[src/rtl/muxn_pkg.sv]
// Shared constants for the N-channel registered multiplexer: default sizes and mode encoding.
package muxn_pkg;

    localparam int   W_DEFAULT  = 32;
    localparam int   N_DEFAULT  = 4;

    localparam logic MODE_FIXED = 1'b0;
    localparam logic MODE_RR    = 1'b1;

endpackage

[src/rtl/muxn_reg_rr_arb.sv]
// Round-robin arbiter rr_arb: one-hot grant to the first requester found cyclically from ptr.
module rr_arb
    import muxn_pkg::*;
#(
    parameter int N  = N_DEFAULT,
    parameter int SW = $clog2(N)
) (
    input  logic [N-1:0]  req,
    input  logic [SW-1:0] ptr,
    output logic [N-1:0]  grant
);

    always_comb begin
        logic found;
        found = 1'b0;
        grant = '0;
        // Offset k = 0 is the highest-priority position, so the outer loop walks priority order.
        for (int k = 0; k < N; k++) begin
            for (int i = 0; i < N; i++) begin
                if (!found && req[i] && (i == (int'(ptr) + k) % N)) begin
                    grant[i] = 1'b1;
                    found    = 1'b1;
                end
            end
        end
    end

endmodule

[src/rtl/muxn_reg.sv]
// N-to-1 multiplexer with a single-entry registered output and ready/valid handshakes.
// Round-robin selection is compiled in only when MUXN_REG_RR_EN is defined.
module muxn_reg
    import muxn_pkg::*;
#(
    parameter int W  = W_DEFAULT,
    parameter int N  = N_DEFAULT,
    parameter int SW = $clog2(N)
) (
    input  logic            clk,
    input  logic            rst,
    input  logic [N*W-1:0]  in_data,
    input  logic [N-1:0]    in_valid,
    output logic [N-1:0]    in_ready,
    input  logic [SW-1:0]   sel,
    input  logic            mode,
    output logic [W-1:0]    out_data,
    output logic            out_valid,
    input  logic            out_ready,
    output logic [SW-1:0]   out_chan
);

    logic          r_vld_p1;
    logic [W-1:0]  r_data_p1;
    logic [SW-1:0] r_chan_p1;

    logic          w_load;
    logic          w_xfer;
    logic [N-1:0]  w_fix_grant;
    logic [N-1:0]  w_grant;
    logic [SW-1:0] w_gidx;
    logic [W-1:0]  w_din;

    assign w_load = !r_vld_p1 || out_ready;

    // An out-of-range select matches no channel, leaving every ready low.
    always_comb begin
        w_fix_grant = '0;
        for (int i = 0; i < N; i++) begin
            if (int'(sel) == i) begin
                w_fix_grant[i] = 1'b1;
            end
        end
    end

`ifdef MUXN_REG_RR_EN
    logic [SW-1:0] r_ptr;
    logic [N-1:0]  w_rr_grant;

    rr_arb #(
        .N  (N),
        .SW (SW)
    ) u_rr_arb (
        .req   (in_valid),
        .ptr   (r_ptr),
        .grant (w_rr_grant)
    );

    assign w_grant = (mode == MODE_RR) ? w_rr_grant : w_fix_grant;

    always_ff @(posedge clk or posedge rst) begin
        if (rst) begin
            r_ptr <= '0;
        end else if (w_xfer && (mode == MODE_RR)) begin
            if (int'(w_gidx) == N - 1) begin
                r_ptr <= '0;
            end else begin
                r_ptr <= w_gidx + 1'b1;
            end
        end
    end
`else
    logic w_unused_mode;
    assign w_unused_mode = mode;
    assign w_grant       = w_fix_grant;
`endif

    assign in_ready = (rst || !w_load) ? '0 : w_grant;
    assign w_xfer   = |(in_valid & in_ready);

    always_comb begin
        w_gidx = '0;
        w_din  = '0;
        for (int i = 0; i < N; i++) begin
            if (in_ready[i]) begin
                w_gidx = SW'(i);
                w_din  = in_data[i*W +: W];
            end
        end
    end

    // Output register stage: a transfer always wins over a pop, giving 1 beat/cycle.
    always_ff @(posedge clk or posedge rst) begin
        if (rst) begin
            r_vld_p1  <= 1'b0;
            r_data_p1 <= '0;
            r_chan_p1 <= '0;
        end else if (w_xfer) begin
            r_vld_p1  <= 1'b1;
            r_data_p1 <= w_din;
            r_chan_p1 <= w_gidx;
        end else if (out_ready) begin
            r_vld_p1  <= 1'b0;
        end
    end

    assign out_data  = r_data_p1;
    assign out_valid = r_vld_p1;
    assign out_chan  = r_chan_p1;

endmodule

[config.mk]
export PLATFORM = sky130hd
export DESIGN_NAME = muxn_reg
export DESIGN_NICKNAME = d
export VERILOG_FILES = /design/src/rtl/muxn_pkg.sv /design/src/rtl/muxn_reg_rr_arb.sv /design/src/rtl/muxn_reg.sv
export SDC_FILE = /design/constraint.sdc
export NUM_CORES = 1
export LEC_CHECK = 0
export BUFFER_PORTS_ARGS = -buffer_cell sky130_fd_sc_hd__buf_2
export CAP_MARGIN = 10
export CORE_MARGIN = 2
export CORE_UTILIZATION = 44
export DETAILED_ROUTE_END_ITERATION = 6
export PLACE_DENSITY_LB_ADDON = 0.12
export SETUP_SLACK_MARGIN = 0.15
export SLEW_MARGIN = 20
export SYNTH_ARGS = -nofsm -noshare
export SYNTH_HDL_FRONTEND = slang
export SYNTH_SLANG_ARGS = --single-unit
export TNS_END_PERCENT = 10
[constraint.sdc]
create_clock -name clk -period 3.35 [get_ports clk]
set_clock_uncertainty 0.2 [all_clocks]
set_input_delay 0.335 -clock clk [delete_from_list [all_inputs] [get_ports clk]]
set_output_delay 0.335 -clock clk [all_outputs]
set_load 0.02 [all_outputs]
## Yosys cells after proc, flatten, opt, wreduce, memory -nomap -nowiden

Index checks and enable logic that the tools add are counted.
Widths: inputs -> output; s select.

- Flip-flop bits (word level): 35
- Bits of input ports: 138
- Output and inout bits: 39
- Word-level logic and storage cells: 28

- Eq/ne operators: 3
- Mux-type cells: 14
- Bitwise gates (word level): 1
- Reduce and logical (&&, ||, !) cells: 7

Operators by type and width:

| cell | number |
|---|---|
| $mux 32 | 4 |
| $mux 1 | 7 |
| $and 4x4->4 | 1 |
| $eq 2x2->1 const B | 2 |
| $mux 2 | 2 |
| $mux 4 | 1 |
| $reduce_or 4->1 | 1 |
| $eq 2x1->1 const B | 1 |
| $logic_not 1->1 | 2 |
| $logic_not 2->1 | 1 |
| $logic_or 1x1->1 | 2 |
| $reduce_bool 2->1 | 1 |

## Logic depth before layout (Yosys ltp)

Gate-level depths: netlist of the first run.

- Word-level depth: 9
- Gate-level depth with buffers: 7
- Mapped depth without buffers: 3

## Worst setup path before layout of the first run

Ideal clock, no wire load.

- Path kind: input to register
- Start: in rst
- End: reg r_data_p1[0] (netlist: out_data[0])
- Arrival time: 2003 ps
- Data required time: 3065 ps
- Path slack: 1062 ps
- Stages: 4
- Path buffers: 1
- Cell sequence: inv_1 clkbuf_1 a31oi_1 a31oi_1

- Longest elaborated chain between the ends: 6
- Elaborated cells between the ends (all ways): 8
- Classes of those cells: mux: 5; bitwise: 1; reduce/logical: 2

Ends and longest elaborated chain:

| item | line | RTL |
|---|---|---|
| start, declared | muxn_reg.sv:11 | `input logic rst,` |
| $logic_or 1x1->1 (*) | muxn_reg.sv:78 | `assign in_ready = (rst \|\| !w_load) ? '0 : w_grant;` |
| $mux 4 (*) | muxn_reg.sv:78 |  |
| $mux 32 (4 in series) | muxn_reg.sv:85 | `if (in_ready[i]) begin` |
| end signal, assigned | muxn_reg.sv:100 | `r_data_p1 <= w_din;` |
| end, declared | muxn_reg.sv:24 | `logic [W-1:0] r_data_p1;` |

Every way passes the cells marked *; elsewhere a longest branch is shown, timed or not.
A chain may end at the register's enable or synchronous reset.

## Final worst setup path of the first run

- Start: reg r_vld_p1 (netlist: out_valid)
- End: out in_ready[2]

- Longest elaborated chain between the ends: 5

Ends and longest elaborated chain:

| item | line | RTL |
|---|---|---|
| start, declared | muxn_reg.sv:23 | `logic r_vld_p1;` |
| start signal, assigned | muxn_reg.sv:95 | `r_vld_p1 <= 1'b0;` |
| start signal, assigned | muxn_reg.sv:99 | `r_vld_p1 <= 1'b1;` |
| start signal, assigned | muxn_reg.sv:103 | `r_vld_p1 <= 1'b0;` |
| $logic_not 1->1 | muxn_reg.sv:34 | `assign w_load = !r_vld_p1 \|\| out_ready;` |
| $logic_or 1x1->1 | muxn_reg.sv:34 |  |
| $logic_not 1->1 | muxn_reg.sv:78 |  |
| $logic_or 1x1->1 | muxn_reg.sv:78 |  |
| $mux 4 | muxn_reg.sv:78 |  |
| end, declared | muxn_reg.sv:14 | `output logic [N-1:0] in_ready,` |

No other way between the ends.

==> metrics.cfg, run 1 <==
[synth]
netlist-cell-type-count = 23
synth.ff_latch_count = 35
main_synth_ff_type = sky130_fd_sc_hd__dfrtp_1
netlist_instances = 236
yosys-top-cells-area = sky130_fd_sc_hd__dfrtp_1 (37%), sky130_fd_sc_hd__a31oi_1 (15%), sky130_fd_sc_hd__mux2_2 (9.9%)
synth_common_cells = sky130_fd_sc_hd__a31oi_1 (56), sky130_fd_sc_hd__dfrtp_1 (35), sky130_fd_sc_hd__clkbuf_1 (25)
synth_area_leader_cell = sky130_fd_sc_hd__dfrtp_1
synth_area_per_cell_um2 = 10.13
netlist_area_mm2 = 0.002391
yosysWarnings = 0
synth_nets = 374
synth_enable_flop_cells = 0
synthArstFlopShare = 1.000
post-synth-top-count-cell = sky130_fd_sc_hd__a31oi_1
synth_seq_area_share = 0.3663
synth_largest_type_area_fraction = 0.3663

[global_route]
first_global_vias = 2563
global_route_wire_length_before_repair_um = 12210
antenna_found_initial = 0
global_route_usage_sum = 0.2532
grt_max_degree = 66
grt_remaining_overflow = 0

[cts]
post_cts_buffers = 0
ctsHoldBuffers = 0
clk_transition_reported_paths_ns = 0.07
numClockSinks = 35
cts_tree = built
clock_tree.root_cell = sky130_fd_sc_hd__clkbuf_8
cts_buffer_depth = 2
cts-buffers-inserted = 5
cts-htree-levels = 2
insertion_delay_of_the_later_clocked_pin_in_the_worst_skew_pair_ns = 0.27
cts_resized = 0

[critical_path]
regToRegEndpoint = out_data[21]$_DFFE_PP0P_
crit_fanout = 61
timing.critical_path.required_ns = 2.81
critical_path.max_stage_delay_ns = 0.47
critical_path_cell_sequence = nand2b_2 > buf_4 > nand2_1 > nor3b_1 > buf_2
worst_path_dominant_cell_family = buffers and inverters
cp_slowest_cell = sky130_fd_sc_hd__buf_4
worst_r2r_path_depth = 4
endpoint_kind = primary output
worstSetupPathType = reg2out
worst-r2r-setup-slack_ns = 1.46
worst_setup_path_start_kind = flip-flop
data_arrival_at_the_endpoint_of_the_critical_path_ns = 1.84
r2r_start = out_valid$_DFFE_PP0P_
path_buf_inv = 2

[finish]
layout.area.seq_um2 = 875.8
final_design_area_no_fill_mm2 = 0.003354
fillCellCount = 482
layout-drive-gt1-share = 0.5609
final-instance-count-excl-fill = 464
synthToLayoutAreaGrowth_pct = 40.29
multiInputGateArea_mm2 = 0.001356
finalNetCount = 533
n_antenna_cell = 0

[timing]
setup_slack_ns = 0.9739
post-route-period-util = 0.7093
report.final.setup_viol = 0
finalHoldViolCount = 0
rsz0062_at_grt = false
worst_pin_slew_ns = 0.7227
setup_total_negative_slack_ns = 0
max_clock_freq_ghz = 0.4209
fin_crit_ns = 2.376
max_slew_margin = 0.5182
slew_viol_final = 0

[placement]
placed_cells = 458
placement.setup.worst_slack_ns = 0.9573
dpl_cell_area_mm2 = 0.003279
portBuffers = 175
hpwlAfterDp_um = 5473
finalWeightedCongestion = 0.7431

[min_path]
hold_path.class = in2async

[routing]
route.detailed.wl_per_inst_um = 16.35
wirelength_um = 7587
drt-pass1-iter-count = 4
drc = 0
via_count = 2671
postRouteAntennaNets = 0
routed_via_density = 5.756
drtIter0Drc = 112

[power_and_ir_drop]
cellLeakagePower_nw = 1.594
ir_drop_uv = 215.6
p_per_area_mw_per_mm2 = 444.6

[floorplan]
ios = 177
floorplan.initialDensity = 0.4623
core.rowCount = 26
core_area_mm2 = 0.005172
dieHeight_um = 77.72
die_width_um = 77.72
area_of_the_die_mm2 = 0.006040

[flow_run]
max_cap_violations = 0

[status]
status = complete, no violations

## state kept, by name (all words and copies together) (netlist names)
register and flops:
out_data 32, out_chan 2, out_valid 1
## metal layers
metal  up-vias  track usage  wire (um)
met2       111       0.4379       3902
met5         -            0          0
li1       1275            -          -
met3         7      0.05116        511
met4         0      0.06607         83
met1      1278       0.3221       3089
## cells in the final DEF, fill, tap and decap left out, types with 2 or more instances in the layout
cell                        instances
sky130_fd_sc_hd__nand4b_1          15
sky130_fd_sc_hd__dfrtp_1           35
sky130_fd_sc_hd__nand4_1           13
sky130_fd_sc_hd__and3_1             2
sky130_fd_sc_hd__clkbuf_8           5
sky130_fd_sc_hd__a2bb2oi_1         13
sky130_fd_sc_hd__a31oi_1           56
sky130_fd_sc_hd__buf_2            175
sky130_fd_sc_hd__buf_4             11
sky130_fd_sc_hd__nand2_1            4
sky130_fd_sc_hd__a22oi_1           15
sky130_fd_sc_hd__mux2i_1           13
sky130_fd_sc_hd__mux4_2             5
sky130_fd_sc_hd__mux2_2            21
## kinds of logic after synthesis
group / after synthesis / share of synthesized area
AOI/OAI and AO/OA: 85 / 0.2449
DFF: 35 / 0.3663
and+or+nand+nor: 42 / 0.1188
muxes: 39 / 0.2004
buffers and inverters: 35 / 0.06959
## power breakdown
part	internal [mW]	switching (mW)
logic	0.267	0.366
registers	0.529	0.0522
clock network	0.138	0.139
total	0.934	0.557
## final cells by class
class | instances | area share
clock buffers | 6 | 0.02163
inverters | 1 | 0.001119
multi-input cells | 166 | 0.4043
well taps | 70 | 0.02611
repair buffers | 186 | 0.2857
flip-flops and latches | 35 | 0.2611
## per-stage QoR
stage | hold WS, ns | util | power, mW
after detailed placement | 0.2775 | 0.6340 | 1.225
after global placement | 0.2834 | 0.6340 | 1.208
after CTS | 0.08471 | 0.6480 | 1.505
after floorplan | 0.3122 | - | 0.9805
final | 0.06544 | 0.6485 | 1.491
after global routing | 0.1291 | 0.6485 | 1.582
## worst reg2reg max path, stage by stage, from the launching register on
cell	delay [ns]
sky130_fd_sc_hd__dfrtp_1	0.39
sky130_fd_sc_hd__nand2b_2	0.08
sky130_fd_sc_hd__and3_1	0.63
sky130_fd_sc_hd__buf_4	0.34
sky130_fd_sc_hd__a31oi_1	0.12
## how the worst max path moves through the flow
stage / startpoint / endpoint / slack [ns] / cells past startpoint
after detailed placement: sel[0] / out_data[6]$_DFFE_PP0P_ / 0.96 / 5
after global placement: sel[1] / out_data[31]$_DFFE_PP0P_ / 1.01 / 5
final: out_valid$_DFFE_PP0P_ / in_ready[2] / 0.97 / 5
after global routing: out_valid$_DFFE_PP0P_ / in_ready[2] / 0.76 / 5
after floorplan: rst / out_data[0]$_DFFE_PP0P_ / 1.06 / 4
after CTS: out_valid$_DFFE_PP0P_ / in_ready[2] / 0.96 / 5
Power figures use the tool's default switching activity.
==> run 2, diff against run 1 <==
--- a/config.mk
+++ b/config.mk
@@ -5,10 +5,11 @@
 export SDC_FILE = /design/constraint.sdc
 export NUM_CORES = 1
 export LEC_CHECK = 0
+export ABC_AREA = 1
 export BUFFER_PORTS_ARGS = -buffer_cell sky130_fd_sc_hd__buf_2
 export CAP_MARGIN = 10
 export CORE_MARGIN = 2
-export CORE_UTILIZATION = 44
+export CORE_UTILIZATION = 43
 export DETAILED_ROUTE_END_ITERATION = 6
 export PLACE_DENSITY_LB_ADDON = 0.12
 export SETUP_SLACK_MARGIN = 0.15
==> constraint.sdc (replaced) <==
create_clock -name clk -period 2.46 [get_ports clk]
set_clock_uncertainty 0.2 [all_clocks]
set_input_delay 0.246 -clock clk [delete_from_list [all_inputs] [get_ports clk]]
set_output_delay 0.246 -clock clk [all_outputs]
set_load 0.02 [all_outputs]
==> run 2 against run 1 <==
Compared with the run above:
- clock power increased by 94%
- critical path depth unchanged
- highest routed layer unchanged
- via count increased by 31%
- register-to-register slack got worse by 0.99 ns
- non-clock buffer count decreased by 2
- critical path type unchanged
- area after synthesis increased by 12%
- synthesized cell count increased by 80%
- sequential share of layout area decreased by 2.5 points
- routed wire length increased by 27%
- utilization decreased by 2.8 points
- hold slack improved by 0.029 ns
- critical endpoint is now in_ready[1]
==> metrics.cfg, run 2 <==
[synth]
yosys-top-cells-area = sky130_fd_sc_hd__dfrtp_1 (33%), sky130_fd_sc_hd__nand2_1 (21%), sky130_fd_sc_hd__nand4_1 (20%)
post-synth-top-count-cell = sky130_fd_sc_hd__nand2_1
synth_area_leader_cell = sky130_fd_sc_hd__dfrtp_1
yosysWarnings = 0
netlist_instances = 424
netlist_area_mm2 = 0.002685
netlist-cell-type-count = 16
main_synth_ff_type = sky130_fd_sc_hd__dfrtp_1
synth_largest_type_area_fraction = 0.3262
synth_enable_flop_cells = 0
synth_area_per_cell_um2 = 6.333
synth_nets = 562
synth_common_cells = sky130_fd_sc_hd__nand2_1 (152), sky130_fd_sc_hd__nand4_1 (84), sky130_fd_sc_hd__nand3_1 (65)
synthArstFlopShare = 1.000
synth_seq_area_share = 0.3262
synth.ff_latch_count = 35

[critical_path]
r2r_start = out_valid$_DFFE_PP0P_
critical_path_cell_sequence = a21oi_4 > buf_6 > nand2_1 > inv_1 > buf_2
worst_r2r_path_depth = 7
critical_path.max_stage_delay_ns = 0.43
worst_path_dominant_cell_family = buffers and inverters
worstSetupPathDepth = 5
worstSetupPathType = reg2out
path_buf_inv = 3
cp_slowest_cell = sky130_fd_sc_hd__dfrtp_1
regToRegEndpoint = out_data[22]$_DFFE_PP0P_
timing.critical_path.required_ns = 2.01
worst-r2r-setup-slack_ns = 0.47
endpoint_kind = primary output
worst_setup_path_start_kind = flip-flop
data_arrival_at_the_endpoint_of_the_critical_path_ns = 1.65
crit_fanout = 63

[timing]
rsz0062_at_grt = false
fin_crit_ns = 2.092
setup_total_negative_slack_ns = 0
slew_viol_final = 0
report.final.setup_viol = 0
max_clock_freq_ghz = 0.4779
finalHoldViolCount = 0
post-route-period-util = 0.8506
max_slew_margin = 0.5757
worst_pin_slew_ns = 0.6342

[cts]
cts-buffers-inserted = 5
insertion_delay_of_the_later_clocked_pin_in_the_worst_skew_pair_ns = 0.28
cts-htree-levels = 2
cts_buffer_depth = 2
clk_transition_reported_paths_ns = 0.08
numClockSinks = 35
cts_tree = built
clock_tree.root_cell = sky130_fd_sc_hd__clkbuf_8
post_cts_buffers = 0

[finish]
final_design_area_no_fill_mm2 = 0.003716
layout-drive-gt1-share = 0.3536
finalNetCount = 714
commonest_cells_after_routing_fill_and_taps_aside = sky130_fd_sc_hd__buf_2 (175), sky130_fd_sc_hd__nand2_1 (151), sky130_fd_sc_hd__nand4_1 (84), sky130_fd_sc_hd__nand3_1 (65), sky130_fd_sc_hd__dfrtp_1 (35)
layout.cells.most_common = sky130_fd_sc_hd__buf_2
n_antenna_cell = 0
largest_register_ffs = 32
synthToLayoutAreaGrowth_pct = 38.40
layout.core_utilization = 0.6203

[floorplan]
die_width_um = 83.02
core_area_mm2 = 0.005991
core.rowCount = 28
area_of_the_die_mm2 = 0.006892
ios = 177
floorplan.initialDensity = 0.4482
dieHeight_um = 83.02

[min_path]
hold_path_end = out_data[27]$_DFFE_PP0P_
min_delay_path_depth = 5
hold_start = in_data[59]
hold_path.class = in2reg

[global_route]
global_route_wire_length_before_repair_um = 15370
first_global_vias = 3233
grt_remaining_overflow = 0
global_route_usage_sum = 0.2692
grt_max_degree = 102
antenna_found_initial = 0

[routing]
drc = 0
drt-pass1-iter-count = 4
via_count = 3490
drtIter0Drc = 205
routed_via_density = 5.353
wirelength_um = 9623
postRouteAntennaNets = 0
route.detailed.wl_per_inst_um = 14.76

[status]
status = complete, no violations

[power_and_ir_drop]
cellLeakagePower_nw = 2.186
ir_drop_uv = 287.3
p_per_area_mw_per_mm2 = 553.5

[placement]
dpl_cell_area_mm2 = 0.003585
portBuffers = 175
finalWeightedCongestion = 0.8982
hpwlAfterDp_um = 6794

[flow_run]
max_cap_violations = 0

run 2: cell types whose count changed in the layout (fill, tap and decap cells not counted), sizes merged, moves of 3 or more:
| cell | before | now |
|---|---|---|
| nand2 | 4 | 153 |
| nand4 | 13 | 84 |
| nand3 | 1 | 65 |
| a31oi | 56 | 0 |
| inv | 1 | 38 |
| mux2 | 21 | 0 |
| a22oi | 15 | 0 |
| nand4b | 15 | 0 |
| a2bb2oi | 13 | 0 |
| mux2i | 13 | 0 |
| mux4 | 5 | 0 |
| nor2 | 2 | 6 |
| buf | 186 | 183 |
run 2: power breakdown:
group          internal [mW]  total (mW)  switching [mW]
combinational          0.275       0.768           0.493
sequential             0.687       0.750          0.0632
clock                  0.328       0.538           0.210
run 2: worst max-delay path by stage:
stage	from	to
4_1_cts	out_valid$_DFFE_PP0P_	in_ready[1]
3_3_place_gp	out_valid$_DFFE_PP0P_	out_data[22]$_DFFE_PP0P_
3_5_place_dp	out_valid$_DFFE_PP0P_	out_data[31]$_DFFE_PP0P_
2_1_floorplan	out_valid$_DFFE_PP0P_	in_ready[0]
6_report	out_valid$_DFFE_PP0P_	in_ready[1]
5_1_grt	out_valid$_DFFE_PP0P_	in_ready[1]
run 2: worst min-delay path: cells and delay by family:
| family | cells | cell delay [ns] |
|---|---|---|
| buffers and inverters | 1 | 0.08 |
| and+or+nand+nor | 4 | 0.23 |
run 2: through the flow:
stage                     setup slack, ns  total power, mW  std cells  hold slack, ns
final                              0.3675            2.057        652         0.09417
after global routing               0.2455            2.181        652          0.1293
after CTS                          0.2277            2.070        652         0.08888
after detailed placement           0.4872            1.526        643          0.2168
after global placement             0.5162            1.510        643          0.2135
after floorplan                    0.3742            1.207        424          0.2512
run 2: per-layer routing:
| metal | vias to the layer above | share of wire | global-route usage | wire, um |
|---|---|---|---|---|
| li1 | 1741 | - | - | - |
| met1 | 1581 | 0.44 | 0.3757 | 4279 |
| met3 | 17 | 0.066 | 0.04175 | 632 |
| met4 | 0 | 0.019 | 0.07601 | 182 |
| met5 | - | 0 | 0 | 0 |
| met2 | 151 | 0.47 | 0.4333 | 4527 |
run 2: logic make-up after synthesis:
logic type,count (synthesis),share of synthesized area
buffers and inverters,78,0.1235
flip-flops,35,0.3262
AO/OA/AOI/OAI,1,0.001862
AND/OR/NAND/NOR,310,0.5485
run 2: what timing repair did:
action                                  CTS  global route
endpoints found under the hold margin    35             0
hold buffers                              1             0
gates resized for setup                   0             1
endpoints found under the setup margin    0             1
run 2: cell type report:
| cell class | instances | area (um2) |
|---|---|---|
| Clock buffer | 6 | 82.58 |
| Clock inverter | 2 | 35.03 |
| Sequential cell | 35 | 875.8 |
| Timing Repair Buffer | 184 | 987.2 |
| Fill cell | 611 | 2275 |
| Tap cell | 75 | 93.84 |
| Multi-Input combinational cell | 311 | 1494 |
| Inverter | 39 | 147.6 |
==> run 3, diff against run 2 <==
==> constraint.sdc (replaced) <==
create_clock -name clk -period 2.46 [get_ports clk]
set_clock_uncertainty 0.2 [all_clocks]
set_input_delay 0 -clock clk [delete_from_list [all_inputs] [get_ports clk]]
set_output_delay 0 -clock clk [all_outputs]
set_load 0.02 [all_outputs]
==> run 3 against run 2 <==
Compared with the run above:
- the flow now finishes with violations (design-rule violations)
- final cell count increased by 19%
- cell area rose by 32%
- hold slack worse by 0.081 ns
- utilization grew 20 points
- global-route usage up 13 points
- sequential power barely moved
- non-clock buffer count increased by 125
- die area stayed put
- critical path type is now in2reg
- largest cell class is now buffers
- largest power group unchanged
- highest routed layer unchanged
==> metrics.cfg, run 3 (synthesized netlist as in run 2, its figures left out) <==
[status]
status = finished with violations
violations = design-rule violations

[power_and_ir_drop]
p_per_area_mw_per_mm2 = 439.1
total_power_mw = 2.154
cellLeakagePower_nw = 2.680
ir_drop_uv = 475.1

[floorplan]
core_area_mm2 = 0.005991
dieHeight_um = 83.02
die_width_um = 83.02
floorplan.initialDensity = 0.4482
core.rowCount = 28
area_of_the_die_mm2 = 0.006892
ios = 177

[cts]
cts_buffer_depth = 2
cts-buffers-inserted = 5
post_cts_buffers = 0
clk_transition_reported_paths_ns = 0.08
cts_tree = built
numClockSinks = 35
clock_tree.root_cell = sky130_fd_sc_hd__clkbuf_8
cts-htree-levels = 2
insertion_delay_of_the_later_clocked_pin_in_the_worst_skew_pair_ns = 0.29

[routing]
routed_via_density = 5.886
via_count = 4579
drtIter0Drc = 602
drc = 1
postRouteAntennaNets = 0
route.detailed.wl_per_inst_um = 18.30
drt-pass1-iter-count = 7
wirelength_um = 14240

[placement]
hpwlAfterDp_um = 6651
dpl_cell_area_mm2 = 0.003555
placed_cells = 644
finalWeightedCongestion = 0.8888
portBuffers = 175

[global_route]
grt.met2_usage = 0.6283
antenna_found_initial = 0
grtUsageMet1 = 0.4600
global_route_usage_sum = 0.3947
grt_remaining_overflow = 0
global_route_wire_length_before_repair_um = 22020
grt-busiest-layer = met2
grt.met3_usage = 0.09443
grt_max_degree = 68
first_global_vias = 4479

[min_path]
hold_path.class = in2reg

[critical_path]
worst_setup_path_start_kind = input port
crit_fanout = 38
timing.critical_path.required_ns = 2.49
worstSetupPathType = in2reg
data_arrival_at_the_endpoint_of_the_critical_path_ns = 2.23
endpoint_kind = flip-flop

[finish]
final-instance-count-excl-fill = 778
finalNetCount = 839
fillCellCount = 369
commonest_cells_after_routing_fill_and_taps_aside = sky130_fd_sc_hd__buf_2 (175), sky130_fd_sc_hd__nand2_1 (151), sky130_fd_sc_hd__dlygate4sd3_1 (125), sky130_fd_sc_hd__nand4_1 (84), sky130_fd_sc_hd__nand3_1 (65)
synthToLayoutAreaGrowth_pct = 82.71
largest_register_ffs = 32
final_design_area_no_fill_mm2 = 0.004906
layout-drive-gt1-share = 0.2910
layout.cells.most_common = sky130_fd_sc_hd__buf_2

[timing]
worst_pin_slew_ns = 0.6514
setup_total_negative_slack_ns = 0
finalHoldViolCount = 0
fin_crit_ns = 2.204
max_clock_freq_ghz = 0.4536
report.final.setup_viol = 0
whs_ns = 0.01329
rsz0062_at_grt = true
post-route-period-util = 0.8961
max_slew_margin = 0.5642
slew_viol_final = 0

[flow_run]
max_cap_violations = 0

## run 3: cell types whose count changed in the layout (fill, tap and decap cells not counted), sizes merged
| cell | delta |
|---|---|
| diode | +2 |
| buf | +1 |
| bufinv | -1 |
| dlygate4sd3 | +124 |
## run 3: power breakdown
group,switching [mW],internal [mW]
Clock,0.214,0.220
Sequential,0.0652,0.687
Combinational,0.572,0.397
Total,0.851,1.30
## run 3: worst paths after layout
kind | start | end | slack [ns] | cells past startpoint
max in group asynchronous | rst | out_data[2]$_DFFE_PP0P_ | 1.31 | 4
worst min-delay path | in_data[22] | out_data[22]$_DFFE_PP0P_ | 0.01 | 7
worst max register to register | out_valid$_DFFE_PP0P_ | out_data[26]$_DFFE_PP0P_ | 0.29 | 7
min in group asynchronous | rst | out_data[30]$_DFFE_PP0P_ | 0.35 | 4
worst max-delay path | rst | out_data[26]$_DFFE_PP0P_ | 0.26 | 9
worst min register to register | out_data[18]$_DFFE_PP0P_ | out_data[18]$_DFFE_PP0P_ | 0.28 | 2
## run 3: final cells by class
cell class / instances / area, um2 / area share
timing repair buffer: 309 / 2202 / 0.4489
antenna: 2 / 5.005 / 0.001020
clock inverter: 1 / 5.005 / 0.001020
clock buffer: 6 / 82.58 / 0.01683
inverter: 39 / 147.6 / 0.03009
tap: 75 / 93.84 / 0.01913
multi-input combinational: 311 / 1494 / 0.3045
sequential: 35 / 875.8 / 0.1785
## run 3: through the flow
stage	setup WS, ns	util
after floorplan	0.2719	-
after global placement	0.4564	0.5934
after detailed placement	0.4645	0.5934
after CTS	0.1619	0.8168
after global routing	0.1202	0.8181
final	0.2556	0.8189
## run 3: timing repair
item                                    CTS  global route
endpoints found under the setup margin    0             4
hold endpoints to repair                 69             0
hold buffers                            125             0
gates resized for setup                   0             2
## run 3: critical path: stages
cell	delay, ns
sky130_fd_sc_hd__dlygate4sd3_1	0.53
sky130_fd_sc_hd__buf_2	0.15
sky130_fd_sc_hd__clkinv_2	0.16
sky130_fd_sc_hd__buf_4	0.43
sky130_fd_sc_hd__nand4_1	0.15
sky130_fd_sc_hd__nand4_1	0.12
sky130_fd_sc_hd__dlygate4sd3_1	0.55
sky130_fd_sc_hd__nand2_1	0.05
sky130_fd_sc_hd__nand2_1	0.07
## run 3: layer usage
| metal | vias up | share of wire |
|---|---|---|
| met5 | - | 0 |
| met4 | 0 | 0.090 |
| met3 | 142 | 0.11 |
| met2 | 452 | 0.45 |
| met1 | 1992 | 0.35 |
| li1 | 1993 | - |
